`config.mk`:
```
export PLATFORM = sky130hd
export DESIGN_NAME = instr_fetch_queue
export DESIGN_NICKNAME = d
export VERILOG_FILES = /design/src/rtl/instr_fetch_queue.sv
export SDC_FILE = /design/constraint.sdc
export NUM_CORES = 1
export LEC_CHECK = 0
export ABC_AREA = 1
export CAP_MARGIN = 25
export CORE_MARGIN = 2
export CORE_UTILIZATION = 50
export DETAILED_ROUTE_END_ITERATION = 10
export PLACE_DENSITY = 0.76
export SYNTH_ARGS = -nofsm -noshare
export SYNTH_HDL_FRONTEND = slang
export SYNTH_SLANG_ARGS = --single-unit
export TNS_END_PERCENT = 30
```
`constraint.sdc`:
```
create_clock -name clk -period 6.08 [get_ports clk]
set_clock_uncertainty 0.05 [all_clocks]
set_input_delay 1.216 -clock clk [delete_from_list [all_inputs] [get_ports clk]]
set_output_delay 1.216 -clock clk [all_outputs]
set_load 0.01 [all_outputs]
```
`src/rtl/instr_fetch_queue.sv`:
```
// Instruction fetch queue: a circular FIFO of instruction pairs fed by a
// single-outstanding fetch FSM, with branch redirect, flush and misaligned-target fixup.
module instr_fetch_queue #(
    parameter int               WORD     = 32,
    parameter int               FQ_DEPTH = 4,
    parameter logic [WORD-1:0]  RESET_PC = '0
) (
    input  logic                clk,
    input  logic                reset,
    input  logic                branch_taken,
    input  logic [WORD-1:0]     BTA,
    input  logic                dep_stall,
    output logic                imem_req,
    output logic [WORD-1:0]     imem_addr,
    input  logic                imem_ack,
    input  logic [2*WORD-1:0]   imem_data,
    output logic [WORD-1:0]     instr1,
    output logic [WORD-1:0]     instr2,
    output logic                instr_valid,
    output logic [WORD-1:0]     PC
);

    localparam int PW = (FQ_DEPTH > 1) ? $clog2(FQ_DEPTH) : 1;
    localparam int CW = $clog2(FQ_DEPTH + 1);
    localparam logic [WORD-1:0] NOP = WORD'(32'h4020_0000);

    typedef struct packed {
        logic [WORD-1:0] pc;
        logic [WORD-1:0] i1;
        logic [WORD-1:0] i2;
    } fq_entry_t;

    typedef enum logic [1:0] {S_IDLE, S_REQ, S_WAIT, S_DRAIN} state_t;

    fq_entry_t       mem [FQ_DEPTH];
    logic [PW-1:0]   wptr, rptr;
    logic [CW-1:0]   count, count_after;
    logic [WORD-1:0] fetch_pc;
    logic            misalign;
    state_t          state, state_nxt;
    logic            push, pop;
    fq_entry_t       wr_entry;
    logic            unused_bta;

    assign unused_bta = ^BTA[1:0];

    // A redirect overrides any pop or push in the same cycle.
    assign pop         = (count != '0) && !dep_stall && !branch_taken;
    assign push        = (state == S_WAIT) && imem_ack && !branch_taken;
    assign count_after = count + CW'(push) - CW'(pop);

    always_comb begin
        wr_entry.pc = fetch_pc;
        wr_entry.i1 = misalign ? NOP : imem_data[2*WORD-1:WORD];
        wr_entry.i2 = imem_data[WORD-1:0];
    end

    always_comb begin
        state_nxt = state;
        case (state)
            S_IDLE:  if (branch_taken || count < CW'(FQ_DEPTH)) state_nxt = S_REQ;
            S_REQ:   state_nxt = branch_taken ? S_REQ : S_WAIT;
            S_WAIT: begin
                // A redirect coinciding with the ack leaves nothing in flight, so skip DRAIN.
                if (branch_taken)  state_nxt = imem_ack ? S_REQ : S_DRAIN;
                else if (imem_ack) state_nxt = (count_after < CW'(FQ_DEPTH)) ? S_REQ : S_IDLE;
            end
            S_DRAIN: if (imem_ack) state_nxt = S_REQ;
            default: state_nxt = S_IDLE;
        endcase
    end

    // A request squashed by a same-cycle redirect is never issued, keeping one in flight at most.
    assign imem_req  = (state == S_REQ) && !branch_taken;
    assign imem_addr = fetch_pc;

    always_ff @(posedge clk or negedge reset) begin
        if (!reset) begin
            state    <= S_IDLE;
            count    <= '0;
            wptr     <= '0;
            rptr     <= '0;
            fetch_pc <= RESET_PC;
            misalign <= 1'b0;
        end else begin
            state <= state_nxt;
            if (branch_taken) begin
                count    <= '0;
                wptr     <= '0;
                rptr     <= '0;
                fetch_pc <= {BTA[WORD-1:3], 3'b000};
                misalign <= BTA[2];
            end else begin
                count <= count_after;
                if (push) begin
                    wptr     <= wptr + PW'(1);
                    fetch_pc <= fetch_pc + WORD'(8);
                    misalign <= 1'b0;
                end
                if (pop) rptr <= rptr + PW'(1);
            end
        end
    end

    always_ff @(posedge clk) begin
        if (push) mem[wptr] <= wr_entry;
    end

    assign instr_valid = (count != '0);
    assign instr1      = instr_valid ? mem[rptr].i1 : '0;
    assign instr2      = instr_valid ? mem[rptr].i2 : '0;
    assign PC          = instr_valid ? mem[rptr].pc : '0;

endmodule

```
==> flow_summary.ini, run 1 <==
[outcome]
status = finished clean

[placement]
gp_congestion = 0.8808
dp_cells = 2185
place_hpwl_mm = 23.19
io_buffers = 222
post-place-ws_ns = 1.685

[final_layout]
nets = 1887
final_common_cell = nor2_1
regArea_um2 = 12150
fillers = 2643
multiInputGateArea_um2 = 4489
n_antenna_cell = 0
final_util_pct = 61.97
drive_above_1_share_pct = 6.250
stdcell_count = 2263
layout_common_cells = 449 x nor2_1, 372 x edfxtp_1, 221 x clkdlybuf4s50_1
synthToLayoutAreaGrowth_pct = 21.92

[clocking]
cts_resized = 0
cts_tree = built
cts_max_level = 2
numCtsBuffers = 42
clk_path_buf_depth = 3
cts_hold_buffers = 0
clock-root-buffer = clkbuf_16
clkTransAtPathRegs_ns = 0.06
post_cts_buffers = 0
insertion_delay_ns = 0.53
cts_num_sinks = 411

[floorplanning]
dieArea_um2 = 36630
start_util_pct = 50.83
ios = 231
die_w_um = 191.4
die_h_um = 191.4
coreArea_um2 = 34540
rows = 68

[detailed_routing]
wl_per_cell_um = 17.90
via_count = 12090
final_antenna_net_count = 0
drc_errors = 0
via_per_inst = 5.344
drtPass1Iterations = 5
wirelength_mm = 40.52
drtIter0Drc = 1075

[synthesis]
yosysWarnings = 0
seq_area_frac_synth_pct = 69.18
syn_avg_cell_area_um2 = 10.98
synth_area_um2 = 17560
synth-seq-cells = 411
syn_inst = 1599
synth_edf_count = 372
async_reset_ff_share_pct = 9.489
synthFlopType = edfxtp_1
yosysUniqueCellTypes = 33

[global_routing]
grt_overflow = 0
grt_first_pass_wirelength_mm = 61.67
antenna_found_initial = 0
grt_max_degree = 96
grt_pass1_vias = 11630
grt_usage_pct = 21.72

[job]
maxCapViolCount = 0

[timing]
drv_slew = 0
fin_crit_sh_pct = 78.41
finalSetupViolCount = 0
layout_min_cycle_time_ns = 4.767
final_hold_viol_count = 0
clock.fmax_mhz = 209.8
worstMarginPinSlew_ns = 0.9615
maxSlewHeadroom_pct = 35.90
hold_slack_ns = 0.4712
rsz0062_at_grt = false
tns_ns = 0
fin_ws_ns = 1.313

[setup_path]
critPathArrivalTime_ns = 3.50
worst-path-buf-inv = 3
path_max_fanout = 80
end_kind = primary output
worstPathRequired_ns = 4.81
crit_path_cell_trace = inv_4 > buf_4 > o21ai_0 > a21oi_1 > clkdlybuf4s50_1
start_kind = register
max_stage_delay_ns = 0.81
cp_slowest_cell = dfrtp_4
critical_path_class = reg -> out
crit_family = buffers and inverters

[power]
powerDensity_nw_per_um2 = 392.5
vdd_drop_max_mv = 0.3864
p_sw_share_pct = 30.36
clockPowerShare_pct = 31.9
leakagePower_nw = 7.664
power.internal_mw = 5.852
p_switching_mw = 2.551
combPwrFrac_pct = 28.0
seqPwrFrac_pct = 40.0

[hold_path]
hold_class = reg -> reg
synth_stat cells, drive strengths merged, types with 3 or more instances:
| cell type | number | share of area [%] |
|---|---|---|
| dfrtp | 39 | 5.6 |
| edfxtp | 372 | 64 |
| ha | 11 | 0.78 |
| xor2 | 8 | 0.40 |
| nand2 | 156 | 3.4 |
| xnor2 | 4 | 0.20 |
| o21ai | 197 | 5.6 |
| nor2 | 460 | 10 |
| buf | 92 | 3.3 |
| o21bai | 5 | 0.21 |
| nand3 | 37 | 1.1 |
| a21oi | 98 | 2.8 |
| inv | 75 | 1.6 |
| a22o | 4 | 0.20 |
| o211ai | 5 | 0.21 |
| or2 | 3 | 0.11 |
| clkbuf | 27 | 0.58 |
cell families after synthesis:
group	after synthesis	share of synthesized area [%]
other	1	0.02136
AO/OA/AOI/OAI	311	9.115
AND/OR/NAND/NOR	657	14.63
buffers and inverters	195	5.552
XOR/XNOR	12	0.5986
flip-flops	411	69.18
adder cells (fa/ha/maj)	12	0.8979
state kept, by name, indices dropped and copies added, names as in the netlist:
name and count:
wptr 2, imem_addr 29, state 2, mem 372
count 3, misalign 1, rptr 2
metal layers:
layer | share of wire (%) | wire (um) | vias up | global-route usage [%]
li1 | - | - | 5748 | -
met1 | 41 | 16520 | 5811 | 28.21
met2 | 50 | 20150 | 454 | 37.23
met3 | 6.7 | 2732 | 81 | 3.562
met4 | 2.7 | 1113 | 0 | 7.249
met5 | 0 | 0 | - | 0
final cells by class:
cell class / instances / share of cell area (%)
sequential: 411 / 56.78
multi-input combinational: 998 / 20.97
timing repair buffer: 245 / 11.34
clock buffer: 44 / 5.044
tap: 455 / 2.660
clock inverter: 34 / 1.847
inverter: 76 / 1.356
final timing paths:
path                               start           end  slack (ns)  cells past startpoint
worst min register to register  misalign      misalign        0.47                      1
max in group asynchronous          reset       rptr[0]        4.53                      1
worst max-delay path             rptr[0]         PC[9]        1.31                      5
min in group asynchronous          reset  imem_addr[4]        0.77                      1
worst max register to register  state[0]    mem[2][90]        2.83                      8
worst min-delay path            misalign      misalign        0.47                      1
power by group through the flow:
stage	clock network, mW	registers (mW)	logic (mW)
final	2.68	3.36	2.36
after global routing	2.83	3.38	2.55
after CTS	2.73	3.36	2.37
after detailed placement	0	3.42	2.36
after global placement	0	3.42	2.33
after floorplan	0	3.31	1.33
metrics by stage:
stage	power [mW]	cell area [um2]
final	8.403	21410
after global routing	8.765	21410
after CTS	8.469	21410
after detailed placement	5.780	19930
after global placement	5.750	19930
after floorplan	4.639	17580
No activity file was read; power rests on OpenSTA's default activity.
==> run 2: changes to the inputs <==
PLACE_DENSITY = 0.73   (was 0.76)
clock period = 4.4 ns   (was 6.08 ns; I/O delays follow)
==> run 2 against run 1 <==
Net effect:
- die area unchanged
- sequential power increased by 36%
- sequential share of layout area increased by 0.21 points
- critical path type unchanged
- largest power group unchanged
==> flow_summary.ini, run 2 (synthesis gave the netlist of run 1 again) <==
[outcome]
status = finished clean

[clocking]
numCtsBuffers = 43
cts_hold_buffers = 0
cts_tree = built
cts_max_level = 2
clkTransAtPathRegs_ns = 0.06
clk_path_buf_depth = 3
cts_resized = 0
post_cts_buffers = 0
clock-root-buffer = clkbuf_16
cts_num_sinks = 411
insertion_delay_ns = 0.53

[floorplanning]
ios = 231
coreArea_um2 = 34540
rows = 68
dieArea_um2 = 36630
die_w_um = 191.4
start_util_pct = 50.83
die_h_um = 191.4

[setup_path]
worstPathRequired_ns = 3.47
setup.worst_path.start = rptr[0]
path_max_fanout = 68
critPathArrivalTime_ns = 2.95
start_kind = register
critical_path_class = reg -> out
timing.rr.start = count[1]
end_kind = primary output

[timing]
clock.fmax_mhz = 257.7
final_hold_viol_count = 0
worstMarginPinSlew_ns = 0.9511
drv_slew = 0
fin_ws_ns = 0.5191
finalSetupViolCount = 0
layout_min_cycle_time_ns = 3.881
fin_crit_sh_pct = 88.20
tns_ns = 0
rsz0062_at_grt = false
maxSlewHeadroom_pct = 36.59

[placement]
gp_congestion = 0.8966
place_hpwl_mm = 23.25
io_buffers = 222
place_area_um2 = 19990
dp_cells = 2185
post-place-ws_ns = 0.8938

[detailed_routing]
drtIter0Drc = 869
wirelength_mm = 40.53
via_count = 12030
final_antenna_net_count = 0
via_per_inst = 5.313
wl_per_cell_um = 17.89
drc_errors = 0
drtPass1Iterations = 5

[job]
maxCapViolCount = 0

[power]
combPwrFrac_pct = 30.2
clockPowerShare_pct = 29.7
power.internal_mw = 7.883
p_total_mw = 11.41
seqPwrFrac_pct = 40.1
vdd_drop_max_mv = 0.2936
leakagePower_nw = 7.622
powerDensity_nw_per_um2 = 534.9
p_sw_share_pct = 30.89
p_switching_mw = 3.524

[final_layout]
fillers = 2724
stdcell_count = 2265
regArea_um2 = 12150
final_common_cell = nor2_1
top_register = mem
drive_above_1_share_pct = 5.860
multiInputGateArea_um2 = 4489
layout_common_cells = 449 x nor2_1, 372 x edfxtp_1, 221 x clkdlybuf4s50_1
nets = 1888
largest_reg_flops = 372
synthToLayoutAreaGrowth_pct = 21.47
postLayoutCellArea_um2 = 21330

[global_routing]
grt_first_pass_wirelength_mm = 62.29
grt_usage_pct = 21.96
antenna_found_initial = 1
grt_overflow = 0
grt_max_degree = 104
grt_pass1_vias = 11700

[hold_path]
hold_class = in -> async
-- run 2: worst max-delay path, stage by stage, from the launching register on --
cell             delay [ns]
dfrtp_4                0.57
buf_4                  0.65
nor2_1                 0.11
nor2_1                 0.11
o21ai_0                0.12
a21oi_1                0.25
clkdlybuf4s50_1        0.58
-- run 2: power groups by stage --
stage	clock [mW]	combinational, mW	sequential [mW]
floorplan	0	1.84	4.57
global placement	0	3.41	4.65
detailed placement	0	3.45	4.66
CTS	3.43	3.47	4.58
global route	3.59	3.74	4.59
finish	3.39	3.44	4.58
-- run 2: final timing paths --
check	cells past startpoint	slack, ns	to
worst max-delay path	6	0.52	PC[11]
worst min-delay path	1	0.45	imem_addr[8]
worst max register to register	15	1.33	state[0]
worst min register to register	2	0.50	state[1]
max in group asynchronous	1	3.16	rptr[1]
min in group clk	2	0.50	state[1]
-- run 2: area by class of cell --
type	count	share of cell area [%]
inverters	76	1.361
clock inverters	24	0.7803
repair buffers	245	11.68
flip-flops and latches	411	56.99
multi-input cells	998	21.05
clock buffers	55	5.456
diodes	1	0.01173
well taps	455	2.670
-- run 2: per-stage QoR --
| step | utilization, % | hold WS (ns) |
|---|---|---|
| 2_1_floorplan | - | 0.4527 |
| 3_3_place_gp | 57.88 | 0.4768 |
| 3_5_place_dp | 57.88 | 0.4912 |
| 6_report | 61.74 | 0.4525 |
| 5_1_grt | 61.73 | 0.5034 |
| 4_1_cts | 61.73 | 0.4757 |
-- run 2: routing by layer --
metal  wire length [um]  up-vias  track usage (%)
met1              16560     5774            28.61
met5                  0        -                0
met2              20180      428            37.66
li1                   -     5763                -
met3               2749       68            3.507
met4               1031        0            7.249
